[src/rtl/fp_issue_seq.sv]
`default_nettype none
// ============================================================================
// Module   : fp_issue_seq
// Purpose  : Request FIFO + issue sequencer for the FP add/sub unit, with
//            result capture, sticky exception flags and a hung-unit timeout.
// Revision : 1.0 - initial release
// ============================================================================
module fp_issue_seq #(
    parameter int DEPTH   = 4,
    parameter int TIMEOUT = 15
) (
    input  logic        clk,
    input  logic        reset,
    input  logic        in_valid,
    output logic        in_ready,
    input  logic [31:0] in_op_a,
    input  logic [31:0] in_op_b,
    input  logic [2:0]  in_op_code,
    input  logic        in_mode_fp,
    input  logic        in_round_mode,
    output logic [31:0] op_a,
    output logic [31:0] op_b,
    output logic [2:0]  op_code,
    output logic        mode_fp,
    output logic        round_mode,
    output logic        start,
    input  logic        valid_out,
    input  logic [31:0] result,
    input  logic [4:0]  flags,
    output logic        out_valid,
    input  logic        out_ready,
    output logic [31:0] out_result,
    output logic [4:0]  out_flags,
    output logic [4:0]  sticky_flags,
    input  logic        clr_sticky,
    output logic        timeout_err
);

    localparam int PW = $clog2(DEPTH);
    localparam int TW = $clog2(TIMEOUT + 1);

    localparam logic [1:0]    c_idle     = 2'd0;
    localparam logic [1:0]    c_issue    = 2'd1;
    localparam logic [1:0]    c_wait     = 2'd2;
    localparam logic [PW:0]   c_depth    = PW'(0) + (PW+1)'(DEPTH);
    localparam logic [TW-1:0] c_tmo_last = TW'(TIMEOUT - 1);

    logic [68:0]   r_mem [DEPTH];
    logic [PW-1:0] r_wr_ptr, r_rd_ptr;
    logic [PW:0]   r_count;
    logic [1:0]    r_state, w_next_state;
    logic [TW-1:0] r_tmo_cnt;
    logic [68:0]   w_head;
    logic          w_push, w_pop, w_capture, w_timeout;
    logic [4:0]    w_sticky_base;

    logic [31:0] r_op_a, r_op_b, r_out_result;
    logic [2:0]  r_op_code;
    logic        r_mode_fp, r_round_mode, r_out_valid, r_timeout_err;
    logic [4:0]  r_out_flags, r_sticky;

    // Readiness comes from the count register alone so it never depends on pop.
    assign in_ready      = (r_count < c_depth);
    assign w_push        = in_valid & in_ready;
    assign w_head        = r_mem[r_rd_ptr];
    assign w_sticky_base = clr_sticky ? 5'd0 : r_sticky;

    always_ff @(posedge clk) begin
        if (reset) begin
            r_wr_ptr <= '0;
            r_rd_ptr <= '0;
            r_count  <= '0;
        end else begin
            if (w_push) begin
                r_mem[r_wr_ptr] <= {in_op_a, in_op_b, in_op_code, in_mode_fp, in_round_mode};
                r_wr_ptr        <= r_wr_ptr + 1'b1;
            end
            if (w_pop) begin
                r_rd_ptr <= r_rd_ptr + 1'b1;
            end
            case ({w_push, w_pop})
                2'b10:   r_count <= r_count + 1'b1;
                2'b01:   r_count <= r_count - 1'b1;
                default: r_count <= r_count;
            endcase
        end
    end

    always_ff @(posedge clk) begin
        if (reset) begin
            r_state <= c_idle;
        end else begin
            r_state <= w_next_state;
        end
    end

    always_comb begin
        w_next_state = r_state;
        case (r_state)
            c_idle:  if (w_pop) w_next_state = c_issue;
            c_issue: w_next_state = valid_out ? c_idle : c_wait;
            c_wait:  if (valid_out || (r_tmo_cnt == c_tmo_last)) w_next_state = c_idle;
            default: w_next_state = c_idle;
        endcase
    end

    // A pop is only allowed when the output slot is free or draining this cycle.
    always_comb begin
        start     = (r_state == c_issue);
        w_pop     = (r_state == c_idle) && (r_count != '0) && (!r_out_valid || out_ready);
        w_capture = ((r_state == c_issue) || (r_state == c_wait)) && valid_out;
        w_timeout = (r_state == c_wait) && !valid_out && (r_tmo_cnt == c_tmo_last);
    end

    always_ff @(posedge clk) begin
        if (reset) begin
            r_tmo_cnt <= '0;
        end else if (r_state == c_issue) begin
            r_tmo_cnt <= '0;
        end else if (r_state == c_wait && !valid_out && r_tmo_cnt != c_tmo_last) begin
            r_tmo_cnt <= r_tmo_cnt + 1'b1;
        end
    end

    always_ff @(posedge clk) begin
        if (reset) begin
            r_op_a       <= '0;
            r_op_b       <= '0;
            r_op_code    <= '0;
            r_mode_fp    <= 1'b0;
            r_round_mode <= 1'b0;
        end else if (w_pop) begin
            {r_op_a, r_op_b, r_op_code, r_mode_fp, r_round_mode} <= w_head;
        end
    end

    always_ff @(posedge clk) begin
        if (reset) begin
            r_out_valid   <= 1'b0;
            r_out_result  <= '0;
            r_out_flags   <= '0;
            r_sticky      <= '0;
            r_timeout_err <= 1'b0;
        end else if (w_capture) begin
            r_out_valid  <= 1'b1;
            r_out_result <= result;
            r_out_flags  <= flags;
            r_sticky     <= w_sticky_base | flags;
        end else if (w_timeout) begin
            // Substitute a quiet NaN of the issued precision and flag invalid.
            r_out_valid   <= 1'b1;
            r_out_result  <= r_mode_fp ? 32'h7FC0_0000 : 32'h0000_7E00;
            r_out_flags   <= 5'b10000;
            r_sticky      <= w_sticky_base | 5'b10000;
            r_timeout_err <= 1'b1;
        end else begin
            if (r_out_valid && out_ready) begin
                r_out_valid <= 1'b0;
            end
            if (clr_sticky) begin
                r_sticky <= '0;
            end
        end
    end

    assign op_a         = r_op_a;
    assign op_b         = r_op_b;
    assign op_code      = r_op_code;
    assign mode_fp      = r_mode_fp;
    assign round_mode   = r_round_mode;
    assign out_valid    = r_out_valid;
    assign out_result   = r_out_result;
    assign out_flags    = r_out_flags;
    assign sticky_flags = r_sticky;
    assign timeout_err  = r_timeout_err;

endmodule
`default_nettype wire

[config.mk]
export PLATFORM = sky130hd
export DESIGN_NAME = fp_issue_seq
export DESIGN_NICKNAME = d
export VERILOG_FILES = /design/src/rtl/fp_issue_seq.sv
export SDC_FILE = /design/constraint.sdc
export NUM_CORES = 1
export LEC_CHECK = 0
export CAP_MARGIN = 20
export CORE_ASPECT_RATIO = 0.8
export CORE_MARGIN = 2
export CORE_UTILIZATION = 40
export CTS_CLUSTER_SIZE = 16
export DETAILED_ROUTE_END_ITERATION = 6
export GPL_TIMING_DRIVEN = 0
export SLEW_MARGIN = 20
export SYNTH_ARGS = -nofsm -noshare
export SYNTH_HDL_FRONTEND = slang
export SYNTH_SLANG_ARGS = --single-unit
[constraint.sdc]
create_clock -name clk -period 2.7 [get_ports clk]
set_input_delay 0.27 -clock clk [delete_from_list [all_inputs] [get_ports clk]]
set_output_delay 0.27 -clock clk [all_outputs]
set_load 0.01 [all_outputs]
==> flow_summary.ini <==
[cts]
clock_path_buffers = 3
h-tree-depth = 2
path_clk_slew_ns = 0.06
cts_root_buf = clkbuf_16
cts_tree = done
clk_latency_ns = 0.54
hold_buffers = 0
numCtsBuffers = 42
clock_sinks = 402

[final_layout]
final_cell_mix = 276 x edfxtp_1, 226 x clkdlybuf4s50_1, 124 x dfxtp_1, 104 x a21oi_1
final_common_cell = edfxtp_1
finalNonFillerCells = 1786
fill_cells = 3232
nets = 1379
drive_gt1_share_pct = 14.7
area_growth_pct = 28.1
utilization_pct = 51.9

[global_routing]
grt_pass1_wl_mm = 59.0
grt_pass1_vias = 9666
grt_use_total_pct = 19.2
grt_start_max_net_pins = 46
antenna_found_initial = 3
grt_overflow = 0

[drt]
drt_iter0_markers = 743
via_count = 9731
drtPass1Iterations = 5
vias_per_cell = 5.45
drc = 0
wl_mm = 39.2
drtAntennaViolNets = 0
wl_per_cell_um = 21.9

[floorplan]
io_pins = 227
die-area_sq_um = 40300
initial_core_util_pct = 40.5
die_w_um = 224
die_height_um = 180
rows = 64
core_sq_um = 38200

[timing]
max_freq_ghz = 0.398
skew_ns = 0.0103
fin_ws_ns = 0.185
holdWs_ns = 0.285
worstMarginPinSlew_ns = 1.04
slew_headroom_pct = 30.6
fin_crit_sh_pct = 93.2
report.final.setup_viol = 0
rsz0062_at_grt = no
hold_viol = 0
layout_min_cycle_time_ns = 2.52
drv_slew = 0

[synthesis]
ys_seq_area_share_pct = 69.9
synth-seq-cells = 402
synth_cells = 983
synth.distinct_cells = 44
synth_edf_count = 276
syn_area_sq_um = 15500
syn_nets = 1106
ys.warnings.count = 0
syn_area_per_cell_sq_um = 15.7
synth_ff_type = edfxtp_1
ys_async_sr_fraction_pct = 0

[setup_path]
worstPathArrival_ns = 2.98
critPathKind = reg -> reg
crit_required_ns = 3.17
cp_max_fo = 10
end_kind = register
cp-start-kind = register

[placed_design]
port_buffers = 226
gp_congestion = 0.816
pre_cts_ws_ns = -0.459
dpl.hpwl_mm = 25.1
placedCellCount = 1708

[power_and_ir_drop]
peakVddDrop_mv = 0.487
p_per_area_nw_per_um2 = 979
p_leak_nw = 6.43

[job]
drv_cap = 0

[status]
outcome = finished clean

[hold_path]
hold_class = in -> reg
==> routing by layer <==
| metal | part of all wire [%] | vias to the layer above | GRT usage (%) | wire [um] |
|---|---|---|---|---|
| li1 | - | 4478 | - | - |
| met1 | 44 | 4880 | 26.0 | 17100 |
| met2 | 47 | 305 | 31.0 | 18400 |
| met3 | 7.2 | 64 | 4.67 | 2810 |
| met4 | 2.1 | 4 | 4.83 | 805 |
| met5 | 0.069 | - | 0 | 27 |
==> cell families after synthesis <==
logic type / Yosys count / synth area share (%)
compound gates: 238 / 9.77
xor+xnor: 3 / 0.170
fa+ha+maj: 11 / 0.938
buf+inv: 107 / 3.70
flops: 402 / 69.9
mux: 71 / 10.2
simple gates: 151 / 5.31
==> worst paths after layout <==
check | endpoint | depth (start not counted) | from | slack (ns)
worst min register to register | op_a[26]$_SDFFE_PP0P_ | 2 | op_a[26]$_SDFFE_PP0P_ | 0.47
worst min-delay path | out_result[16]$_SDFFE_PP0P_ | 3 | result[16] | 0.28
worst max-delay path | r_count[2]$_SDFFE_PP0P_ | 11 | r_count[1]$_SDFFE_PP0P_ | 0.18
worst max register to register | r_count[2]$_SDFFE_PP0P_ | 11 | r_count[1]$_SDFFE_PP0P_ | 0.18
==> report_power, final <==
part           internal, mW  switching, mW
Clock                  3.28           2.37
Combinational          2.72           3.22
Sequential             7.39          0.419
Total                  13.4           6.00
==> cell usage after synthesis, types with 12 or more instances <==
library cell | instances | area, sq um
nor2_1 | 26 | 97.6
edfxtp_1 | 276 | 8290
mux4_2 | 67 | 1510
o21ai_0 | 17 | 85.1
buf_2 | 32 | 160
inv_1 | 12 | 45.0
dfxtp_1 | 126 | 2520
nand2_1 | 25 | 93.8
o31ai_1 | 70 | 526
a211oi_1 | 17 | 128
nand4_1 | 70 | 438
clkbuf_1 | 42 | 158
a21oi_1 | 104 | 521
o211ai_1 | 21 | 158
==> final cells by class <==
| class | count | area (sq um) | share of cell area, % |
|---|---|---|---|
| antenna | 1 | 2.50 | 0.0126 |
| buffer | 93 | 526 | 2.65 |
| clock buffer | 62 | 1190 | 6.02 |
| clock inverter | 16 | 153 | 0.770 |
| inverter | 13 | 48.8 | 0.246 |
| multi-input combinational | 474 | 4100 | 20.7 |
| sequential | 402 | 10800 | 54.6 |
| tap | 495 | 619 | 3.13 |
| timing repair buffer | 230 | 2360 | 11.9 |
==> stage by stage <==
step | power [mW] | TNS (ns) | cell area, sq um
after floorplan | 11.4 | 0 | 15500
after global placement | 13.8 | -191.21 | 18400
after detailed placement | 13.9 | -0.679 | 18500
after CTS | 19.6 | 0 | 19800
after global routing | 20.3 | 0 | 19800
final | 19.4 | 0 | 19800
==> registers in the layout, indices dropped and copies added (netlist names) <==
register	cells
mode_fp	1
round_mode	1
r_rd_ptr	2
out_flags	5
r_wr_ptr	2
out_result	32
op_a	32
r_count	3
out_valid	1
r_state	2
sticky_flags	5
r_mem	276
timeout_err	1
r_tmo_cnt	4
op_code	3
op_b	32
==> timing repair <==
item,4_1_cts,5_1_grt
hold endpoints to repair,0,0
gates resized for setup,1,6
endpoints found under the setup margin,2,1
buffers inserted,0,0
==> critical path, cell delays in order (launching register included) <==
cell      delay [ns]
dfxtp_1         0.42
or3_1           0.14
clkbuf_4        0.25
buf_6           0.18
nand3_1         0.13
inv_1           0.09
ha_1            0.18
inv_1           0.06
fa_1            0.38
xor2_1          0.16
or3_1           0.31
a21oi_1         0.15
Power figures use the tool's default switching activity.
